<file path="src/rtl/uart_axil_master.sv">
// uart_axil_master: decodes UART byte commands into single-beat AXI-lite reads/writes
// and returns a status byte (plus read data) through the UART transmitter.
module uart_axil_master #(
    parameter int GAP_CYCLES = 1000000,
    parameter int ADDR_W     = 32
) (
    input  logic              clk,
    input  logic              rst_n,
    input  logic              rx_valid,
    input  logic [7:0]        rx_data,
    output logic              rx_en,
    input  logic              tx_done,
    output logic              tx_en,
    output logic [7:0]        tx_data,
    output logic [ADDR_W-1:0] m_axi_awaddr,
    output logic              m_axi_awvalid,
    input  logic              m_axi_awready,
    output logic [31:0]       m_axi_wdata,
    output logic [3:0]        m_axi_wstrb,
    output logic              m_axi_wvalid,
    input  logic              m_axi_wready,
    input  logic [1:0]        m_axi_bresp,
    input  logic              m_axi_bvalid,
    output logic              m_axi_bready,
    output logic [ADDR_W-1:0] m_axi_araddr,
    output logic              m_axi_arvalid,
    input  logic              m_axi_arready,
    input  logic [31:0]       m_axi_rdata,
    input  logic [1:0]        m_axi_rresp,
    input  logic              m_axi_rvalid,
    output logic              m_axi_rready
);
    localparam int GW = $clog2(GAP_CYCLES + 1);

    typedef enum logic [2:0] {IDLE, ADDR, DATA, AXI_W, AXI_B, AXI_AR, AXI_R, RSP} state_t;

    state_t            state_q, state_d;
    logic              wr_q, wr_d;
    logic [1:0]        cnt_q, cnt_d;
    logic [GW-1:0]     gap_q, gap_d;
    logic [ADDR_W-1:0] addr_q, addr_d;
    logic [31:0]       data_q, data_d;
    logic [39:0]       out_q, out_d;
    logic [2:0]        rem_q, rem_d;
    logic              awvalid_q, awvalid_d;
    logic              wvalid_q, wvalid_d;
    logic              tx_en_q, tx_en_d;
    logic [7:0]        tx_data_q, tx_data_d;

    always_ff @(posedge clk or negedge rst_n) begin
        if (!rst_n) begin
            state_q   <= IDLE;
            wr_q      <= 1'b0;
            cnt_q     <= '0;
            gap_q     <= '0;
            addr_q    <= '0;
            data_q    <= '0;
            out_q     <= '0;
            rem_q     <= '0;
            awvalid_q <= 1'b0;
            wvalid_q  <= 1'b0;
            tx_en_q   <= 1'b0;
            tx_data_q <= '0;
        end else begin
            state_q   <= state_d;
            wr_q      <= wr_d;
            cnt_q     <= cnt_d;
            gap_q     <= gap_d;
            addr_q    <= addr_d;
            data_q    <= data_d;
            out_q     <= out_d;
            rem_q     <= rem_d;
            awvalid_q <= awvalid_d;
            wvalid_q  <= wvalid_d;
            tx_en_q   <= tx_en_d;
            tx_data_q <= tx_data_d;
        end
    end

    always_comb begin
        state_d   = state_q;
        wr_d      = wr_q;
        cnt_d     = cnt_q;
        gap_d     = gap_q;
        addr_d    = addr_q;
        data_d    = data_q;
        out_d     = out_q;
        rem_d     = rem_q;
        awvalid_d = awvalid_q;
        wvalid_d  = wvalid_q;
        tx_en_d   = 1'b0;
        tx_data_d = tx_data_q;
        case (state_q)
            IDLE: if (rx_valid) begin
                cnt_d = '0;
                gap_d = '0;
                wr_d  = rx_data == 8'h57;
                if (rx_data == 8'h57 || rx_data == 8'h52) begin
                    state_d = ADDR;
                end else begin
                    state_d = RSP;
                    out_d   = {8'h3F, 32'h0};
                    rem_d   = 3'd1;
                end
            end
            ADDR, DATA: begin
                gap_d = rx_valid ? '0 : gap_q + GW'(1);
                if (rx_valid) begin
                    cnt_d = cnt_q + 2'd1;
                    if (state_q == ADDR) addr_d = {addr_q[ADDR_W-9:0], rx_data};
                    else data_d = {data_q[23:0], rx_data};
                    if (cnt_q == 2'd3) begin
                        if (state_q == DATA) begin
                            state_d   = AXI_W;
                            awvalid_d = 1'b1;
                            wvalid_d  = 1'b1;
                        end else begin
                            state_d = wr_q ? DATA : AXI_AR;
                        end
                    end
                end else if (gap_q == GW'(GAP_CYCLES - 1)) begin
                    state_d = IDLE;
                end
            end
            AXI_W: begin
                // each channel retires on its own handshake; leave once neither is pending
                if (m_axi_awready) awvalid_d = 1'b0;
                if (m_axi_wready) wvalid_d = 1'b0;
                if ((!awvalid_q || m_axi_awready) && (!wvalid_q || m_axi_wready)) state_d = AXI_B;
            end
            AXI_B: if (m_axi_bvalid) begin
                state_d = RSP;
                out_d   = {(m_axi_bresp == 2'b00) ? 8'h4B : 8'h45, 32'h0};
                rem_d   = 3'd1;
            end
            AXI_AR: if (m_axi_arready) state_d = AXI_R;
            AXI_R: if (m_axi_rvalid) begin
                state_d = RSP;
                out_d   = {(m_axi_rresp == 2'b00) ? 8'h4B : 8'h45, m_axi_rdata};
                rem_d   = (m_axi_rresp == 2'b00) ? 3'd5 : 3'd1;
            end
            RSP: if (tx_done && !tx_en_q) begin
                tx_en_d   = 1'b1;
                tx_data_d = out_q[39:32];
                out_d     = {out_q[31:0], 8'h0};
                rem_d     = rem_q - 3'd1;
                if (rem_q == 3'd1) state_d = IDLE;
            end
            default: state_d = IDLE;
        endcase
    end

    assign rx_en         = 1'b1;
    assign tx_en         = tx_en_q;
    assign tx_data       = tx_data_q;
    assign m_axi_awaddr  = addr_q;
    assign m_axi_araddr  = addr_q;
    assign m_axi_wdata   = data_q;
    assign m_axi_wstrb   = 4'hF;
    assign m_axi_awvalid = awvalid_q;
    assign m_axi_wvalid  = wvalid_q;
    assign m_axi_bready  = state_q == AXI_B;
    assign m_axi_arvalid = state_q == AXI_AR;
    assign m_axi_rready  = state_q == AXI_R;
endmodule

</file>
<file path="config.mk">
export PLATFORM = sky130hd
export DESIGN_NAME = uart_axil_master
export DESIGN_NICKNAME = d
export VERILOG_FILES = /design/src/rtl/uart_axil_master.sv
export SDC_FILE = /design/constraint.sdc
export NUM_CORES = 1
export LEC_CHECK = 0
export BUFFER_PORTS_ARGS = -buffer_cell sky130_fd_sc_hd__buf_2
export CAP_MARGIN = 10
export CORE_UTILIZATION = 45
export DETAILED_ROUTE_END_ITERATION = 16
export PLACE_DENSITY = 0.69
export RECOVER_POWER = 25
export SLEW_MARGIN = 0
export SYNTH_ARGS = -nofsm -noshare
export SYNTH_HDL_FRONTEND = slang
export SYNTH_SLANG_ARGS = --single-unit
</file>
<file path="constraint.sdc">
create_clock -name clk -period 4.2 [get_ports clk]
set_input_delay 0.84 -clock clk [delete_from_list [all_inputs] [get_ports clk]]
set_output_delay 0.84 -clock clk [all_outputs]
set_load 0.02 [all_outputs]
</file>
==> Implementation_results.wiki <==
{| class="wikitable"
! Metric !! Value
|-
| Power density relative to cell area || ~830 mW/mm^2
|-
| Final setup violation count || 0
|-
| Clock-pin slew reported for the worst setup and hold paths after clock tree synthesis || 0.06 ns
|-
| Post-synthesis register bit count || around 140
|-
| Cells after synthesis || ~590
|-
| Synth area leaders || sky130_fd_sc_hd__dfrtp_1, sky130_fd_sc_hd__mux2_2, sky130_fd_sc_hd__buf_4
|-
| Area growth, synth to finish || 20.1%
|-
| Fmax || ~320 MHz
|-
| Number of hold violations in the final report || 0
|-
| Max Slew Vio Count || roughly 110
|-
| Dpl cells || between 800 and 900
|-
| Required time of the critical path || roughly 3.4 ns
|-
| Worst-case vdd ir drop || 0.475 mV
|-
| Arrival time at the worst endpoint || roughly 2.2 ns
|-
| Post-CTS Setup Inserts || 0
|-
| GRT Overall Usage || between 15 and 20%
|-
| Clock root buffer master || sky130_fd_sc_hd__clkbuf_16
|-
| Type of destination of the critical path || output pin
|-
| TritonCTS clock tree || done
|-
| Core box area || 0.0141 sq mm
|-
| Highest net fanout along the worst path || 21
|-
| Worst path max stage delay || roughly 0.8 ns
|-
| Number of nets in the final layout || roughly 770
|-
| Via density per instance || 5.29
|-
| Overall power || roughly 6.6 mW
|-
| Maximum number of pins on one net before global-route repair || ~110
|-
| Rel. slew slack || -73.8%
|-
| Floorplan die area || 0.0151 sq mm
|-
| Clock latency on the worst-skew pair || ~0.42 ns
|-
| Core Rows || 43
|-
| CTS Buf Count || 17
|-
| First-iteration detailed-routing DRC count || 260
|-
| Synth cell types || 46
|-
| Number of antenna cells inserted || 0
|-
| Worst clock skew || between 0.008 and 0.009 ns
|-
| Vias after detailed routing || just under 5000
|-
| Total half-perimeter wirelength after legalization and detailed placement || ~10000 um
|-
| Die outline height || 123 um
|-
| Worst hold slack || 0.482 ns
|-
| Post-layout instance count excluding filler cells || ~900
|-
| Post-cts repair resize count || 0
|-
| Final WL || about 14000 um
|-
| Final critical-path share of the clock period || 73.3%
|-
| Critical Setup Path Class || reg2out
|-
| Run status || finished, violations left
|-
| Overall die width || around 120 um
|-
| Hold/Removal Path Class || reg2reg
|-
| Layout filler cell count || 1226
|-
| Layout cell share with drive strength beyond 1 || between 30% and 40%
|-
| Setup slack on the worst flop-to-flop path || approximately 1.4 ns
|-
| Via count of the first global-routing pass || 4752
|-
| Initial core utilization || roughly 47%
|-
| Most frequently used flop master after synthesis || sky130_fd_sc_hd__dfrtp_1
|-
| Total clock sinks || ~140
|-
| Top cell type's share of synthesized area || 54.7%
|-
| DRT Pass-1 Iters || 8
|-
| Initial antenna violation count || 0
|-
| Max-cap violations || 1
|-
| Fin crit period || about 3 ns
|-
| Count of nets left with antenna violations after detail routing || 0
|-
| Global-route wire length before repair || between 20000 and 25000 um
|-
| Global-route congestion overflow total || 0
|-
| Synthesized area divided by synthesized cell count || about 11 sq um
|-
| Detail-routed net length per standard cell || between 15 and 20 um
|-
| Post-synth top area cell || sky130_fd_sc_hd__dfrtp_1
|-
| Share of flip-flops with an asynchronous set or reset || 100%
|-
| Unrepaired setup endpoints after global routing || no
|-
| Transition time of the tightest slew-check pin || around 2.6 ns
|-
| Number of top-level pins || 168
|-
| Mapped Area || 0.00659 sq mm
|-
| Cell breakdown of the critical path || inv_1, nand2_1, nor2_1, buf_2
|-
| Final Core Density || 56.2%
|-
| Critical Path Source Type || flop
|-
| Deepest level of the CTS H-tree || 4
|-
| Post-CTS Hold Fix Bufs || 0
|-
| Total DRC errors in the routed layout || 0
|-
| Setup TNS || 0 ns
|-
| Flip-flop and latch area || 0.00360 sq mm
|-
| Number of enable-type register cells in the synthesized netlist || 0
|-
| Port buffer count || ~160
|-
| Critical-path cell with the highest stage delay || sky130_fd_sc_hd__dfrtp_1
|-
| Combined area of the multi-input logic cells || approximately 0.0025 sq mm
|-
| Clock tree buffer depth || 2
|-
| Failing checks || capacitance limit, slew limit
|-
| Leak Pwr || between 3 and 4 nW
|-
| Final estimated routing congestion in global placement || 0.762
|-
| Register area share after synthesis || a little over half
|-
| Number of warnings reported in the yosys synthesis log || 0
|}
-- critical path, delay by kind of cell (launching register included) --
family / cells / cell delay [ns]
buffers and inverters: 2 / 0.64
AND/OR/NAND/NOR: 2 / 0.38
flip-flops: 1 / 0.80
-- cells in the mapped netlist, types with 4 or more instances --
cell type and number:
sky130_fd_sc_hd__buf_4 38, sky130_fd_sc_hd__nand2_1 60, sky130_fd_sc_hd__nor4_1 6, sky130_fd_sc_hd__mux2_2 55, sky130_fd_sc_hd__o21ai_1 39, sky130_fd_sc_hd__ha_1 4
sky130_fd_sc_hd__inv_1 12, sky130_fd_sc_hd__nor2_1 31, sky130_fd_sc_hd__buf_2 11, sky130_fd_sc_hd__o21ai_0 16, sky130_fd_sc_hd__dfrtp_1 144, sky130_fd_sc_hd__nor3_1 11
sky130_fd_sc_hd__xnor2_1 15, sky130_fd_sc_hd__a21oi_1 25, sky130_fd_sc_hd__a22oi_1 26, sky130_fd_sc_hd__buf_6 5, sky130_fd_sc_hd__nand3_1 9, sky130_fd_sc_hd__or3_1 8
sky130_fd_sc_hd__nand4_1 6, sky130_fd_sc_hd__mux2_1 18, sky130_fd_sc_hd__clkbuf_1 15
-- where the power goes --
part / internal [mW] / switching [mW]
registers: 1.92 / 0.439
clock network: 1.08 / 0.550
logic: 0.996 / 1.62
total: 3.99 / 2.61
-- per-layer routing --
metal	part of all wire, %	GRT usage, %	wire, um
met2	51	32.6	7220
met5	0	0	0
met3	4.6	4.75	646
met1	42	25.1	6000
met4	1.9	9.11	272
-- logic make-up (layout without fill, tap and decap cells) --
group,after synthesis,after routing,synth area share (%)
and+or+nand+nor,146,146,10.5
AOI/OAI and AO/OA,122,122,11.2
DFF,144,144,54.7
buffers and inverters,82,215,7.61
muxes,77,77,13.2
other,1,5,0.0569
xor gates and xnor gates,15,15,1.99
adders and majority gates,4,4,0.759
-- flip-flops by register name, summed over array words and instances (netlist names) --
signal,count
tx_data,8
out_q,40
m_axi_araddr,32
m_axi_awvalid,1
wr_q,1
state_q,3
cnt_q,2
rem_q,3
gap_q,20
m_axi_wdata,32
tx_en,1
m_axi_wvalid,1
-- cells in the final DEF, fill, tap and decap left out, types with 3 or more instances in the layout --
cell                        instances
sky130_fd_sc_hd__o21ai_1           39
sky130_fd_sc_hd__nand2_1           60
sky130_fd_sc_hd__nor3_1            10
sky130_fd_sc_hd__a22oi_1           26
sky130_fd_sc_hd__conb_1             5
sky130_fd_sc_hd__xnor2_1           15
sky130_fd_sc_hd__o22ai_1            3
sky130_fd_sc_hd__nand4_1            6
sky130_fd_sc_hd__o21ai_0           16
sky130_fd_sc_hd__dfrtp_1          144
sky130_fd_sc_hd__nor2_1            30
sky130_fd_sc_hd__a21oi_1           25
sky130_fd_sc_hd__buf_4              9
sky130_fd_sc_hd__nor2b_1            3
sky130_fd_sc_hd__or3_1              8
sky130_fd_sc_hd__nand3_1            9
sky130_fd_sc_hd__buf_2            161
sky130_fd_sc_hd__clkbuf_16         17
sky130_fd_sc_hd__nor4_1             5
sky130_fd_sc_hd__bufinv_16          5
sky130_fd_sc_hd__ha_1               4
sky130_fd_sc_hd__mux2_1            18
sky130_fd_sc_hd__a21o_1             3
sky130_fd_sc_hd__inv_1             12
sky130_fd_sc_hd__mux2_2            55
-- layout make-up --
cell class	instances	area share (%)
multi-input cells	369	31.8
repair buffers	171	11.1
clock inverters	10	2.32
clock buffers	21	5.82
flip-flops and latches	144	45.5
well taps	180	2.84
inverters	13	0.616
-- through the flow --
step | cell area [sq um] | setup WS (ns)
finish | 7920 | 1.12
global route | 7920 | 0.891
CTS | 7920 | 1.09
detailed placement | 7280 | 1.21
global placement | 7280 | 1.26
floorplan | 6610 | 1.73
-- path summary, 6_finish.rpt --
check | startpoint | to | cells past startpoint
min reg2reg | rem_q[1] | rem_q[1] | 2
max in group asynchronous | rst_n | m_axi_araddr[31] | 1
max | state_q[0] | m_axi_bready | 4
min in group asynchronous | rst_n | tx_data[7] | 1
min | rem_q[1] | rem_q[1] | 2
max reg2reg | state_q[0] | out_q[37] | 6
Power figures use the tool's default switching activity.
